$ cat src/rtl/conv_accumulator_pkg.sv
// Shared types and constants for the channel-accumulation stage.
package conv_accumulator_pkg;

  localparam int SIZE_W = 11;

  typedef enum logic {
    IDLE = 1'b0,
    RUN  = 1'b1
  } state_e;

endpackage

$ cat src/rtl/conv_accumulator_acc_lane.sv
// One accumulation lane: product plus bias (first pass) or stored partial sum.
module acc_lane #(
  parameter int DW = 22
) (
  input  logic [DW-1:0] data,
  input  logic [DW-1:0] bias,
  input  logic [DW-1:0] psum,
  input  logic          first,
  output logic [DW-1:0] sum
);

  // Two's complement wrap: the carry out of the top bit is simply dropped.
  assign sum = data + (first ? bias : psum);

endmodule

$ cat src/rtl/conv_accumulator.sv
// Channel accumulator: issues bias/partial-sum RAM reads one cycle ahead of each
// beat, adds them to the streamed products and writes back or emits the result.
module conv_accumulator
  import conv_accumulator_pkg::*;
#(
  parameter int AW  = 8,
  parameter int DW  = 22,
  parameter int DN  = 1,
  parameter int CW1 = 28,
  parameter int CW2 = 24
) (
  input  logic              clk,
  input  logic              rst_n,
  input  logic              start,
  input  logic              fc,
  input  logic [AW-1:0]     base,
  input  logic [SIZE_W-1:0] size,
  input  logic              m_valid1_pre,
  input  logic              m_valid1,
  input  logic [DW*DN-1:0]  m_data1,
  input  logic              m_first,
  input  logic              m_last,
  input  logic [CW1-1:0]    m_ctrl,
  input  logic [DW*DN-1:0]  m_data2,
  input  logic [DW*DN-1:0]  m_data3,
  output logic              m_ready,
  output logic [AW-1:0]     m_addr2,
  output logic [AW-1:0]     m_addr3,
  output logic [AW-1:0]     m_w_addr,
  output logic [DW*DN-1:0]  m_sum,
  output logic              m_valid,
  output logic [DW*DN-1:0]  s_sum,
  output logic              s_valid,
  output logic              s_first,
  output logic              s_last,
  output logic [CW2-1:0]    s_ctrl,
  output state_e            dbg_state
);

  state_e              state, state_nxt;
  logic [AW-1:0]       base_q;
  logic [SIZE_W-1:0]   size_q;
  logic                fc_q;
  logic [SIZE_W-1:0]   idx;
  logic [SIZE_W-1:0]   pipe_idx;
  logic [DW*DN-1:0]    sum_c;
  logic                start_ok;
  logic                beat_ok;
  logic                job_done;
  logic                unused_ctrl;

  // Handshake: m_ready is high for the whole RUN state and never deasserts
  // mid-job; every m_valid1_pre/m_valid1 seen while m_ready=1 is consumed.
  assign m_ready   = (state == RUN);
  assign dbg_state = state;

  assign start_ok = start && (size != '0);
  assign beat_ok  = m_valid1 && (state == RUN);
  assign job_done = beat_ok && m_last && (pipe_idx == size_q - SIZE_W'(1));

  assign unused_ctrl = ^m_ctrl[CW1-1:CW2];

  always_ff @(posedge clk) begin
    if (rst_n) state <= IDLE;
    else       state <= state_nxt;
  end

  always_comb begin
    state_nxt = state;
    case (state)
      IDLE: if (start_ok) state_nxt = RUN;
      RUN:  if (!start_ok && job_done) state_nxt = IDLE;
      default: state_nxt = IDLE;
    endcase
  end

  for (genvar g = 0; g < DN; g++) begin : g_lane
    acc_lane #(.DW(DW)) u_lane (
      .data  (m_data1[g*DW +: DW]),
      .bias  (m_data2[g*DW +: DW]),
      .psum  (m_data3[g*DW +: DW]),
      .first (m_first),
      .sum   (sum_c[g*DW +: DW])
    );
  end

  always_ff @(posedge clk) begin
    if (rst_n) begin
      base_q   <= '0;
      size_q   <= '0;
      fc_q     <= 1'b0;
      idx      <= '0;
      pipe_idx <= '0;
      m_addr2  <= '0;
      m_addr3  <= '0;
      m_w_addr <= '0;
      m_sum    <= '0;
      m_valid  <= 1'b0;
      s_sum    <= '0;
      s_valid  <= 1'b0;
      s_first  <= 1'b0;
      s_last   <= 1'b0;
      s_ctrl   <= '0;
    end else begin
      m_valid <= 1'b0;
      s_valid <= 1'b0;
      s_first <= 1'b0;
      s_last  <= 1'b0;

      // A restart wins over an address request in the same cycle.
      if (start_ok) begin
        base_q <= base;
        size_q <= size;
        fc_q   <= fc;
        idx    <= '0;
      end else if (m_valid1_pre && state == RUN) begin
        m_addr3  <= base_q + AW'(idx);
        m_addr2  <= fc_q ? base_q + AW'(idx) : base_q;
        pipe_idx <= idx;
        idx      <= (idx == size_q - SIZE_W'(1)) ? '0 : idx + SIZE_W'(1);
      end

      if (beat_ok) begin
        if (m_last) begin
          s_valid <= 1'b1;
          s_sum   <= sum_c;
          s_ctrl  <= m_ctrl[CW2-1:0];
          s_first <= (pipe_idx == '0);
          s_last  <= (pipe_idx == size_q - SIZE_W'(1));
        end else begin
          m_valid  <= 1'b1;
          m_sum    <= sum_c;
          m_w_addr <= base_q + AW'(pipe_idx);
        end
      end
    end
  end

endmodule

$ cat config.mk
export PLATFORM = sky130hd
export DESIGN_NAME = conv_accumulator
export DESIGN_NICKNAME = d
export VERILOG_FILES = /design/src/rtl/conv_accumulator_pkg.sv /design/src/rtl/conv_accumulator_acc_lane.sv /design/src/rtl/conv_accumulator.sv
export SDC_FILE = /design/constraint.sdc
export NUM_CORES = 1
export LEC_CHECK = 0
export CAP_MARGIN = 20
export CORE_UTILIZATION = 53
export CTS_BUF_LIST = sky130_fd_sc_hd__clkbuf_8
export CTS_CLUSTER_SIZE = 20
export DETAILED_ROUTE_END_ITERATION = 10
export GPL_ROUTABILITY_DRIVEN = 0
export PLACE_DENSITY = 0.88
export SYNTH_ARGS = -nofsm -noshare
export SYNTH_HDL_FRONTEND = slang
export SYNTH_HIERARCHICAL = 1
export SYNTH_SLANG_ARGS = --single-unit
$ cat constraint.sdc
create_clock -name clk -period 7.73 [get_ports clk]
set_input_delay 1.546 -clock clk [delete_from_list [all_inputs] [get_ports clk]]
set_output_delay 1.546 -clock clk [all_outputs]
set_load 0.1 [all_outputs]
# [After elaboration in Yosys (flattened, before gate mapping)]
# Cells that the tools add are included.
[totals] in_bits=121 word_cells=50 out_inout_bits=98 regBits=139
[classes] n_reduce_logical=15 bitwise_logic=4 mux=8 add_sub_neg=5 eq_ne=2
[ops] op="$add 22x22->22" n=1
[ops] op="$eq 11x11->1" n=2
[ops] op="$mux 22" n=1
[ops] op="$add 8x8->8" n=2
[ops] op="$add 11x1->11 const B" n=1
[ops] op="$logic_not 11->1" n=1
[ops] op="$mux 11" n=1
[ops] op="$reduce_bool 11->1" n=1
[ops] op="$sub 11x1->11 const B" n=1
[ops] op="$mux 8" n=1
[ops] op="$logic_and 1x1->1" n=6
[ops] op="$reduce_and 2->1" n=3
[ops] op="$mux 1" n=4
[ops] op="$not 1->1" n=4
[ops] op="$reduce_or 2->1" n=2
[ops] op="$reduce_or 3->1" n=1
[ops] op="$pmux 1 s2" n=1
[ops] op="$logic_not 1->1" n=1

# [Longest topological paths before layout]
[depth] depth_word=6 ltp_mapped=14 depth_no_buf=13

# [Cells and area by module]
# Netlist, hierarchy kept.
[by_module_without_submodules] module="conv_accumulator" seq_area_each_um2=2782.7 instances=1 cells_per_inst=774 area_per_inst_um2=6169.7
[by_module_without_submodules] module="acc_lane" seq_area_each_um2=0.0 instances=1 cells_per_inst=159 area_per_inst_um2=1251.2

# [Least setup slack after synthesis]
# No wires, ideal clock.
[synth_timing] path_type="input to register" start="input port m_first" end="register m_sum[17]" setup_ns=0.070 stages=13 n_path_buf=1 t_required_ns=7.660 path_slack_ns=3.497 arrival_ns=4.162 path_cell_list="buf_1 mux2i_1 inv_1 ha_1 a211oi_2 nor4_2 o311ai_2 a21oi_1 a221o_1 a21oi_2 xnor2_1 nand2_1 a21oi_1"
[synth_via] elab_chain_len=2
[synth_lines] element="start: declaration" line="conv_accumulator.sv:21" source="input logic m_first,"
[synth_lines] element="$mux 22" line="conv_accumulator_acc_lane.sv:13" source="assign sum = data + (first ? bias : psum);"
[synth_lines] element="$add 22x22->22" line="conv_accumulator_acc_lane.sv:13"
[synth_lines] element="net sum_c[17]" line="conv_accumulator.sv:46" source="logic [DW*DN-1:0] sum_c;"
[synth_lines] element="end signal: assignment" line="conv_accumulator.sv:132" source="m_sum <= sum_c;"
[synth_lines] element="end: declaration" line="conv_accumulator.sv:30" source="output logic [DW*DN-1:0] m_sum,"
# The timed path passes the listed nets, and every way through them passes these cells.
# A chain may end at the register's enable or synchronous reset.

# [Final worst setup path]
[layout_timing] start="input port m_first" end="register s_sum[20]"
[layout_via] elab_chain_len=2
[layout_lines] element="$mux 22" line="conv_accumulator_acc_lane.sv:13"
[layout_lines] element="$add 22x22->22" line="conv_accumulator_acc_lane.sv:13"
[layout_lines] element="net sum_c[20]" line="conv_accumulator.sv:46"
[layout_lines] element="end signal: assignment" line="conv_accumulator.sv:126" source="s_sum <= sum_c;"
[layout_lines] element="end: declaration" line="conv_accumulator.sv:32" source="output logic [DW*DN-1:0] s_sum,"
# The timed path passes the listed nets, and every way through them passes these cells.

==> flow_summary.json <==
{
  "tightest_slew_ps": 1057,
  "p_int_mw": 1.287,
  "io_pins": 219,
  "path_buf_inv": 2,
  "worst_ep_required_time_ps": 8110,
  "grt_max_degree": 84,
  "reg2reg_slack_ps": 4760,
  "cts_setup_buffers": 0,
  "status": "finished clean",
  "cts_tree": "built",
  "synth.yosys.seq_area_share_pct": 37.50,
  "wire_per_inst_um": 15.99,
  "clock.fmax_mhz": 198.1,
  "synthCells": 933,
  "cts_root_buf": "clkbuf_8",
  "hold_buffers": 0,
  "crit_path_start_kind": "input port",
  "whs_path_depth": 2,
  "switching_share_pct": 32.02,
  "grt_pass1_vias": 6841,
  "port_buffers": 214,
  "hold_start": "m_sum[3]",
  "critPathArrivalTime_ps": 5430,
  "setup_ws_ps": 2683,
  "reg2reg_from": "size_q[0]",
  "synth_area_per_cell_um2": 7.954,
  "ys_ff_latch": 139,
  "setup_viol": 0,
  "p_sw_uw": 606.3,
  "holdPathEnd": "m_sum[3]",
  "seqPwrFrac_pct": 40.3,
  "rows": 42,
  "yosysUniqueCellTypes": 69,
  "die_h_um": 120.3,
  "cts_made_buffers": 17,
  "h-tree-depth": 4,
  "drive_gt1_share_pct": 7.414,
  "cts_num_sinks": 139,
  "min_period_ps": 5047,
  "first_pass_iters": 5,
  "drtIter0Drc": 412,
  "yosysWarnings": 6,
  "postCtsResizedCells": 0,
  "p_leak_nw": 3.700,
  "synth-main-ff-cell": "dfxtp_1",
  "maxSlewViolCount": 0,
  "combPwrFrac_pct": 25.4,
  "path_common_cell": "o21ai_1",
  "maxCapViolations": 0,
  "overflow": 0,
  "wirelength_um": 20940,
  "path_clk_slew_ps": 70,
  "clk_path_buf_depth": 2,
  "path_class": "input port to flip-flop",
  "initial_utilization_pct": 55.16,
  "p_clk_share_pct": 34.3,
  "drcViolationCount": 0,
  "cp_max_fo": 22,
  "ir_worst_vdd_uv": 175.2,
  "post-place-ws_ps": 2279,
  "final_common_cell": "nand2_1",
  "hold_violations": 0,
  "antenna_found_initial": 0,
  "reg2reg_depth": 9,
  "final_cell_mix": "nand2_1, clkdlybuf4s50_1, a21oi_1, dfxtp_1, xnor2_1",
  "syn_area_um2": 7421,
  "path_cells": "clkdlybuf4s50_1, mux2_2, ha_1, inv_1, fa_1, nand2b_1, a2111oi_2, nor3_1, o21ai_1, nand3_1, o21ai_1, xor2_1, nand2_1, a21oi_1",
  "timing.rr.end": "idx[10]",
  "grt_pass1_wl_um": 33180,
  "slowest_delay_ps": 1110,
  "rsz0062_at_grt": "no",
  "area_growth_pct": 35.69,
  "tns_ps": 0,
  "core_um2": 13450,
  "syn-num-nets": 1094,
  "final.period_utilization_pct": 65.29,
  "hold_class": "flip-flop to flip-flop",
  "cp_slowest_cell": "clkdlybuf4s50_1",
  "slew_headroom_pct": 29.31,
  "die_x_um": 120.3,
  "clk_latency_ps": 450,
  "num_vias": 7229,
  "die-area_um2": 14480,
  "crit_family": "buffers and inverters",
  "async_flop_share_pct": 0,
  "viasPerCell": 5.523,
  "p_per_area_nw_per_um2": 188.0,
  "synth_edf_count": 0,
  "post-dp-hpwl_um": 15150,
  "fin_worst_skew_ps": 10.01,
  "antenna_left": 0,
  "grt.total_usage_pct": 29.27,
  "cp-end-kind": "flip-flop",
  "fin_nets": 1281,
  "insertedDiodeCount": 0
}
==> cell usage after synthesis (all sizes together), types with 3 or more instances <==
library cell | n | area, um^2
nand2 | 241 | 904.6
a21oi | 147 | 750.7
dfxtp | 139 | 2783
nor2 | 44 | 165.2
xnor2 | 43 | 376.6
clkbuf | 39 | 146.4
ha | 37 | 462.9
o21ai | 23 | 130.1
mux2 | 21 | 236.5
inv | 20 | 75.07
xor2 | 19 | 166.4
nor3 | 17 | 90.09
nand3 | 16 | 85.08
buf | 14 | 71.31
a211oi | 10 | 80.07
a21o | 10 | 75.07
nor4 | 9 | 77.57
nor2b | 8 | 50.05
mux2i | 7 | 70.07
or2 | 6 | 37.54
and3 | 5 | 31.28
o211ai | 5 | 37.54
a2111oi | 4 | 41.29
nand4 | 4 | 31.28
a21boi | 3 | 22.52
fa | 3 | 60.06
o21a | 3 | 22.52
o21bai | 3 | 22.52
or3 | 3 | 23.77
==> how the worst max path moves through the flow <==
| stage | start | to | slack (ps) | depth (start not counted) |
|---|---|---|---|---|
| global placement | m_first | s_sum[20] | 2360 | 14 |
| finish | m_first | s_sum[20] | 2680 | 14 |
| global route | m_first | s_sum[17] | 2380 | 13 |
| detailed placement | m_first | s_sum[20] | 2280 | 14 |
| floorplan | m_first | m_sum[17] | 3500 | 13 |
| CTS | m_first | s_sum[20] | 2750 | 14 |
==> registers in the layout (all words and copies together) (netlist names) <==
signal	flops
s_sum	22
m_addr2	8
base_q	8
s_ctrl	24
m_w_addr	8
m_valid	1
m_sum	22
s_valid	1
idx	11
size_q	11
pipe_idx	11
fc_q	1
dbg_state	1
s_last	1
s_first	1
m_addr3	8
==> power groups by stage <==
stage / clock network (mW) / logic [mW] / registers [mW]
after floorplan: 0 / 0.218 / 0.891
after global placement: 0 / 0.470 / 0.777
after detailed placement: 0 / 0.476 / 0.778
after CTS: 0.659 / 0.479 / 0.761
after global routing: 0.688 / 0.514 / 0.765
final: 0.649 / 0.482 / 0.762
==> through the flow <==
step	utilization [%]	std cells	total power, mW	area [um^2]	hold slack, ps
6_report	74.85	1309	1.893	10070	455.7
5_1_grt	74.85	1309	1.967	10070	474.7
4_1_cts	74.85	1309	1.899	10070	456.2
3_5_place_dp	71.61	1277	1.254	9633	445.7
3_3_place_gp	71.61	1277	1.247	9633	440.3
2_1_floorplan	-	933	1.110	7421	437.7
==> tightest hold or removal path: stages, from the launching register on <==
cell     delay (ps)
dfxtp_1         310
nand2_1          50
a21oi_1          50
==> cell type report <==
class | instances | area [um^2]
sequential | 139 | 2783
clock buffer | 19 | 261.5
tap | 176 | 220.2
clock inverter | 13 | 175.2
timing repair buffer | 221 | 2192
fill | 1012 | 3383
inverter | 20 | 75.07
multi-input combinational | 721 | 4363
==> per-layer routing <==
| layer | share of wire [%] | wire length (um) | track usage, % |
|---|---|---|---|
| met1 | 44 | 9170 | 36.16 |
| met2 | 45 | 9452 | 47.92 |
| met3 | 7.7 | 1608 | 7.689 |
| met4 | 3.4 | 704 | 12.81 |
| met5 | 0 | 0 | 0 |
==> cell families (layout without fill, tap and decap cells) <==
| kind of cell | after synthesis | after routing | synth area share, % |
|---|---|---|---|
| simple gates | 369 | 369 | 21.99 |
| buf+inv | 73 | 273 | 3.945 |
| mux | 28 | 28 | 4.131 |
| xor+xnor | 64 | 64 | 7.924 |
| flops | 139 | 139 | 37.50 |
| fa+ha+maj | 40 | 40 | 7.048 |
| compound gates | 220 | 220 | 17.47 |
No activity file was read; power rests on OpenSTA's default activity.
